File: src/rtl/uart_marco_rx.sv
// uart_marco_rx
//   Receive-side front end of the MARCO/POLO responder. Deserialises an 8N1
//   line using an oversampling strobe and watches the good-byte stream for
//   the ASCII sequence "MARCO". The one-cycle match pulse drives the
//   transmitter's send input.
//
// Parameters:
//   OVERSAMPLE  os_tick pulses per bit period (even, >= 4)
//
// Ports:
//   clk        in   system clock
//   rst_n      in   asynchronous active-low reset
//   os_tick    in   oversample strobe, one clk wide
//   rx         in   asynchronous UART line, idle high
//   rx_data    out  last correctly framed byte, held until the next good byte
//   rx_valid   out  one-cycle pulse when rx_data updates
//   frame_err  out  one-cycle pulse when the stop bit is sampled low
//   match      out  one-cycle pulse on the final 'O' of "MARCO"
module uart_marco_rx #(
    parameter int OVERSAMPLE = 16
) (
    input  logic       clk,
    input  logic       rst_n,
    input  logic       os_tick,
    input  logic       rx,
    output logic [7:0] rx_data,
    output logic       rx_valid,
    output logic       frame_err,
    output logic       match
);

    localparam int TW = $clog2(OVERSAMPLE);
    localparam logic [TW-1:0] T_HALF = TW'(OVERSAMPLE / 2 - 1);
    localparam logic [TW-1:0] T_FULL = TW'(OVERSAMPLE - 1);

    typedef enum logic [2:0] {
        S_IDLE  = 3'd0,
        S_START = 3'd1,
        S_DATA  = 3'd2,
        S_STOP  = 3'd3,
        S_BREAK = 3'd4
    } state_t;

    state_t        state;
    logic [TW-1:0] tcnt;
    logic [2:0]    bcnt;
    logic [7:0]    shreg;
    logic [2:0]    midx;
    logic          rx_meta;
    logic          rxs;

    // Expected byte at each matcher position.
    function automatic logic [7:0] pattern(input logic [2:0] idx);
        case (idx)
            3'd0:    pattern = 8'h4D;  // 'M'
            3'd1:    pattern = 8'h41;  // 'A'
            3'd2:    pattern = 8'h52;  // 'R'
            3'd3:    pattern = 8'h43;  // 'C'
            default: pattern = 8'h4F;  // 'O'
        endcase
    endfunction

    // Both flops reset to the idle level so leaving reset never looks like
    // a start bit.
    always_ff @(posedge clk or negedge rst_n) begin
        if (!rst_n) begin
            rx_meta <= 1'b1;
            rxs     <= 1'b1;
        end else begin
            // NOTE: non-blocking assignments give every flop the value from
            // before the edge; blocking here would collapse the two stages.
            rx_meta <= rx;
            rxs     <= rx_meta;
        end
    end

    always_ff @(posedge clk or negedge rst_n) begin
        if (!rst_n) begin
            state     <= S_IDLE;
            tcnt      <= '0;
            bcnt      <= '0;
            shreg     <= '0;
            midx      <= '0;
            rx_data   <= '0;
            rx_valid  <= 1'b0;
            frame_err <= 1'b0;
            match     <= 1'b0;
        end else begin
            // Pulse outputs default low so each is high for one cycle only.
            rx_valid  <= 1'b0;
            frame_err <= 1'b0;
            match     <= 1'b0;

            case (state)
                S_IDLE: begin
                    // Start detection is immediate; tick alignment is
                    // absorbed by the half-bit wait in START.
                    if (!rxs) begin
                        tcnt  <= '0;
                        state <= S_START;
                    end
                end

                S_START: begin
                    if (os_tick) begin
                        if (tcnt == T_HALF) begin
                            if (!rxs) begin
                                tcnt  <= '0;
                                bcnt  <= '0;
                                state <= S_DATA;
                            end else begin
                                state <= S_IDLE;  // glitch, not a start bit
                            end
                        end else begin
                            tcnt <= tcnt + TW'(1);
                        end
                    end
                end

                S_DATA: begin
                    if (os_tick) begin
                        if (tcnt == T_FULL) begin
                            tcnt  <= '0;
                            shreg <= {rxs, shreg[7:1]};  // LSB arrives first
                            if (bcnt == 3'd7) begin
                                state <= S_STOP;
                            end else begin
                                bcnt <= bcnt + 3'd1;
                            end
                        end else begin
                            tcnt <= tcnt + TW'(1);
                        end
                    end
                end

                S_STOP: begin
                    if (os_tick) begin
                        if (tcnt == T_FULL) begin
                            tcnt <= '0;
                            if (rxs) begin
                                rx_data  <= shreg;
                                rx_valid <= 1'b1;
                                if (shreg == pattern(midx)) begin
                                    if (midx == 3'd4) begin
                                        match <= 1'b1;
                                        midx  <= '0;
                                    end else begin
                                        midx <= midx + 3'd1;
                                    end
                                end else if (shreg == 8'h4D) begin
                                    // A stray 'M' may itself begin a new match.
                                    midx <= 3'd1;
                                end else begin
                                    midx <= '0;
                                end
                                state <= S_IDLE;
                            end else begin
                                frame_err <= 1'b1;
                                midx      <= '0;
                                state     <= S_BREAK;
                            end
                        end else begin
                            tcnt <= tcnt + TW'(1);
                        end
                    end
                end

                S_BREAK: begin
                    // A held-low line reports one frame error, not one per
                    // frame time.
                    if (rxs) begin
                        state <= S_IDLE;
                    end
                end

                default: state <= S_IDLE;
            endcase
        end
    end

endmodule

File: config.mk
export PLATFORM = sky130hd
export DESIGN_NAME = uart_marco_rx
export DESIGN_NICKNAME = d
export VERILOG_FILES = /design/src/rtl/uart_marco_rx.sv
export SDC_FILE = /design/constraint.sdc
export NUM_CORES = 1
export LEC_CHECK = 0
export BUFFER_PORTS_ARGS = -buffer_cell sky130_fd_sc_hd__buf_2
export CORE_ASPECT_RATIO = 0.6
export CORE_UTILIZATION = 45
export DETAILED_ROUTE_END_ITERATION = 16
export GPL_TIMING_DRIVEN = 1
export PLACE_DENSITY = 0.61
export SETUP_SLACK_MARGIN = 0.5
export SLEW_MARGIN = 20
export SYNTH_ARGS = -nofsm -noshare
export SYNTH_HDL_FRONTEND = slang
export SYNTH_SLANG_ARGS = --single-unit
export TNS_END_PERCENT = 10
File: constraint.sdc
create_clock -name clk -period 2.06 [get_ports clk]
set_input_delay 0.412 -clock clk [delete_from_list [all_inputs] [get_ports clk]]
set_output_delay 0.412 -clock clk [all_outputs]
set_load 0.05 [all_outputs]
== Yosys cells after proc, flatten, opt, wreduce, memory -nomap -nowiden ==
Index checks and enable logic that the tools add are counted.
Word-level totals
  flip-flop bits (word level): 34
  latch bits: 0
  bits in writable memories: 0
  bits in read-only memories: 0
  input port bits: 4
  output and inout bits: 11
  memories: 0
Cells by class
  $add $sub $neg: 3
  $mul: 0
  divide/modulo/power cells: 0
  magnitude comparators: 0
  equality and inequality tests: 25
  shift-type cells: 0
  multiplexer cells: 48
  bitwise gates (word level): 0
  reduce and logical (&&, ||, !) cells: 11
Operator list (count)
  $mux W3: 19
  $mux W8: 4
  $ne A2 B2 Y1 const B: 11
  $mux W4: 5
  $pmux W5 S4: 1
  $mux W1: 15
  $pmux W3 S5: 1
  $eq A3 B2 Y1 const B: 4
  $pmux W4 S3: 1
  $eq A3 B3 Y1 const B: 3
  $reduce_and A3 Y1: 3
  $reduce_and A9 Y1: 1
  $eq A8 B7 Y1 const B: 1
  $eq A8 B8 Y1: 1
  $reduce_and A7 Y1: 1
  $add A3 B1 Y3 const B: 2
  $eq A3 B1 Y1 const B: 2
  $logic_not A3 Y1: 2
  $pmux W3 S2: 1
  $add A4 B1 Y4 const B: 1
  $eq A4 B3 Y1 const B: 1
  $eq A4 B4 Y1 const B: 1
  $reduce_and A4 Y1: 1
  $reduce_bool A3 Y1: 1
  other kinds (4): 4

== Longest topological paths before layout ==
  word-level depth: 12
  depth in mapped cells: 9
  gate-level depth less buffers: 8

== Worst setup path before layout ==
OpenSTA, ideal clock, no wires.
  path kind: register to register
  start: reg midx[1]
  end: reg midx[0]
  setup time: 0.120 ns
  arrival time: 1.675 ns
  slack: 0.265 ns
  stages on the path, launching flop included: 9
  buffers on the path: 0
  cell sequence: dfrtp_1 > ha_1 > ha_1 > nor3b_2 > xor2_1 > o21ai_1 > nor3b_2 > o21ai_0 > a31o_2
On the way
  cells in the longest elaborated chain, start to end: 9
  elaborated cells between the ends (all ways): 14
Ends and longest elaborated chain
  from (decl): RTL line 48  | logic [2:0] midx;
  from (signal assigned): RTL line 148  | midx <= midx + 3'd1;
  $eq A3 B2 Y1 (tied with other cells): RTL line 54  | case (idx)
  $pmux W5 S4: RTL line 54
  $mux W8: RTL line 140  | if (rxs) begin
  $mux W8: RTL line 138  | if (tcnt == T_FULL) begin
  $mux W8: RTL line 137  | if (os_tick) begin
  $mux W8: RTL line 94  | case (state)
  $eq A8 B8 Y1: RTL line 143  | if (shreg == pattern(midx)) begin
  $mux W3 (*): RTL line 143
  $mux W3 (*): RTL line 140
Mark *: on every way between the ends. The rest lies on a longest branch, timed or not. The select of a mux whose other input is x is not followed.
A chain may end at the register's enable or synchronous reset.

== Worst setup path after layout ==
  start: reg midx[0]
  end: reg midx[0]
The elaborated chain is that of the path after synthesis.

==> key figures <==
Yosys
  • Post-synthesis cell type count: between 40 and 50
  • Cell area after technology mapping: around 1700 µm²
  • Mean instance size in the synthesized netlist: between 10 and 15 µm²
  • Cell accounting for the most synthesized area: dfrtp_1
  • Portion of synthesized cell area occupied by the leading cell type: between 40% and 50%
  • Total nets after synthesis: 169
  • Seq/Total Area, Yosys: 49.9%
  • Primary FF master, synth: dfrtp_1
  • Synthesis Warnings: 0
  • Cells after synthesis: about 160
  • Main area contributors after synthesis: dfrtp_1 47%, mux2_2 11%, ha_1 5.1%
  • Total of flip-flops plus latches after synthesis: 34
  • Count of flip-flops with a built-in enable after synthesis: 0
  • Synth async-reset ratio: 100%

Setup path
  • Worst setup slack for register-to-register paths: roughly 0.15 ns
  • Standard cell with the maximum stage delay on the critical path: dfrtp_1
  • Kind of capture point of the worst setup path: flop
  • Data arrival time of the worst path: 2.08 ns
  • Startpoint kind of the worst setup timing path: flop
  • Worst endpoint required time: 2.23 ns
  • Critical path cell sequence: ha_4 > ha_4 > nor3b_2 > xor2_1 > o21ai_2 > nor3b_2 > o21ai_1 > a31o_2
  • Max FO, Critical Path: 3
  • Type of the setup path with the least slack: flop to flop
  • Highest cell delay on the worst timing path: 0.44 ns

GRT
  • Antenna violations before repair: 0
  • First-pass GRT wire length: a little over 6 mm
  • Global-route usage over all layers: roughly a fifth
  • Number of global-route vias before repair: 1273
  • Remaining Overflow, GRT: 0
  • Largest net degree at the start of global routing: 35

Cells and area
  • Leading cell types in the layout, fill and taps excluded: 30 x dfrtp_1, 20 x nand2_1, 16 x mux2_2
  • N_diodes: 0
  • Leading cell type in the layout, fill and taps excluded: dfrtp_1
  • Final Net Count: 194
  • Fraction of layout cells with a size suffix above 1: between 30% and 40%
  • Filler cell count in the final layout: 316
  • Layout Area Growth over Synthesis: 20.0%
  • Fin util: 59.6%

STA
  • Final TNS setup: 0 ns
  • Ratio of final minimum period to clock period: 92.7%
  • Actual transition at the worst max-transition pin: 0.738 ns
  • Final number of hold-violating endpoints: 0
  • Relative max-transition margin: 50.8%
  • Achievable clock frequency: between 0.5 and 0.6 GHz
  • Skew final: roughly 0.0085 ns
  • Minimum clock period: 1.91 ns
  • Final setup vio count: 0
  • Final Slew Violations: 0
  • RSZ-0062 raised after global routing: yes

Clock tree
  • Clock slew at reported path FFs: 0.07 ns
  • Root Buffer Master: clkbuf_8
  • Total CTS buffers: 5
  • Htree depth: 2
  • Insertion delay to the later sink of the worst-skew pair: 0.28 ns
  • Hold buffers post-CTS: 0
  • TritonCTS sink count: 34
  • CTS max path bufs: 2
  • TritonCTS clock tree: built

Placed design
  • Port-buffer cells: 14
  • Placer's final routability congestion estimate: around 0.84
  • Half-perimeter wire length after detailed placement: 2.50 mm

Floorplanning
  • Overall die area: 4060 µm²
  • Site Rows: 16
  • Number of top-level design ports: 15
  • Starting Density: approximately half
  • Chip Height: 49.8 µm
  • Core region area: around 3400 µm²
  • Width of the die: 81.6 µm

Hold path
  • Class of the tightest hold or removal check: input port to async pin

Power
  • Power density over the cells: 915 nW/µm²
  • Worst IR Drop VDD: around 450 µV
  • Leakage power: between 0.9 and 1 nW

Route
  • Total wire length: 3.55 mm
  • Drt initial violations: 81
  • Post-detailed-route wirelength per cell: 15.5 µm
  • Post-DRT Antenna Nets: 0
  • DR pass1 iterations: 4
  • Via Count: 1254
  • DRC viols: 0
  • Via-per-instance ratio: 5.48

Run status
  • Outcome: completed

Run
  • Number of maximum-capacitance constraint violations: 0
[power by group]
| part | internal, W | total (W) | switching, W |
|---|---|---|---|
| Sequential | 0.000756 | 0.000843 | 0.0000868 |
| Combinational | 0.000205 | 0.000466 | 0.000261 |
| Clock | 0.000337 | 0.000571 | 0.000233 |
| Total | 0.00130 | 0.00188 | 0.000581 |
[layout make-up]
type	instances	area, µm²	share of cell area, %
Clock buffer	8	110	5.36
Multi-Input combinational cell	108	840	40.9
Inverter	11	41.3	2.01
Tap cell	45	56.3	2.74
Sequential cell	34	856	41.7
Timing Repair Buffer	23	150	7.31
[registers in the layout (all words and copies together) (netlist names), 3 cells and up]
name and count:
rx_data 8, shreg 8, tcnt 4, bcnt 3, midx 3, state 3
[through the flow]
step / power (W) / instances / hold WS (ns) / cell area, µm² / setup WS, ns
after floorplan: 0.00118 / 158 / 0.116 / 1720 / 0.313
after global placement: 0.00127 / 216 / 0.347 / 1850 / 0.248
after detailed placement: 0.00129 / 216 / 0.348 / 1850 / 0.110
after CTS: 0.00186 / 228 / 0.226 / 2030 / 0.183
after global routing: 0.00201 / 229 / 0.220 / 2050 / 0.0606
final: 0.00188 / 229 / 0.196 / 2050 / 0.151
[synth_stat cells (all sizes together) (2+ instances only)]
library cell	count
dfrtp	32
nor4	2
buf	5
o22ai	3
inv	11
xor2	3
mux2	16
a21oi	3
nor3b	5
nand4	2
nor2	9
dfstp	2
ha	7
nor3	4
o21ai	10
nand3	5
nor2b	3
nand2	20
[worst max-delay path: cells and delay by family (launching register included)]
family / cells / cell delay, ns
fa+ha+maj: 2 / 0.34
compound gates: 3 / 0.41
flops: 1 / 0.44
simple gates: 2 / 0.37
xor+xnor: 1 / 0.24
[layer usage]
metal | up-vias | part of all wire [%] | GRT usage (%)
li1 | 602 | - | -
met1 | 598 | 49 | 29.0
met2 | 50 | 45 | 29.9
met3 | 4 | 5.8 | 7.78
met4 | 0 | 0.65 | 6.73
met5 | - | 0 | 0
[timing repair]
item | in CTS | in global routing
pin swaps | 4 | 1
buffers inserted | 4 | 1
resized for setup | 9 | 5
endpoints found under the hold margin | 0 | 0
setup endpoints to repair | 26 | 28
[worst paths after layout]
path	cells past startpoint	endpoint	startpoint
worst min register to register	0	rxs	rx_meta
worst max-delay path	8	midx[0]	midx[0]
worst max register to register	8	midx[0]	midx[0]
min in group clk	1	rx_meta	rx
max in group asynchronous	1	midx[2]	rst_n
worst min-delay path	1	shreg[2]	rst_n
[cells by family (layout without fill, tap and decap cells)]
| family | after synthesis | in the layout | share of synthesized area, % |
|---|---|---|---|
| adders and majority gates | 7 | 7 | 5.12 |
| xor gates and xnor gates | 4 | 4 | 2.05 |
| AOI/OAI and AO/OA | 25 | 25 | 9.14 |
| and+or+nand+nor | 55 | 55 | 18.1 |
| muxes | 17 | 17 | 11.1 |
| DFF | 34 | 34 | 49.9 |
| buffers and inverters | 16 | 42 | 4.54 |
Power figures use the tool's default switching activity.
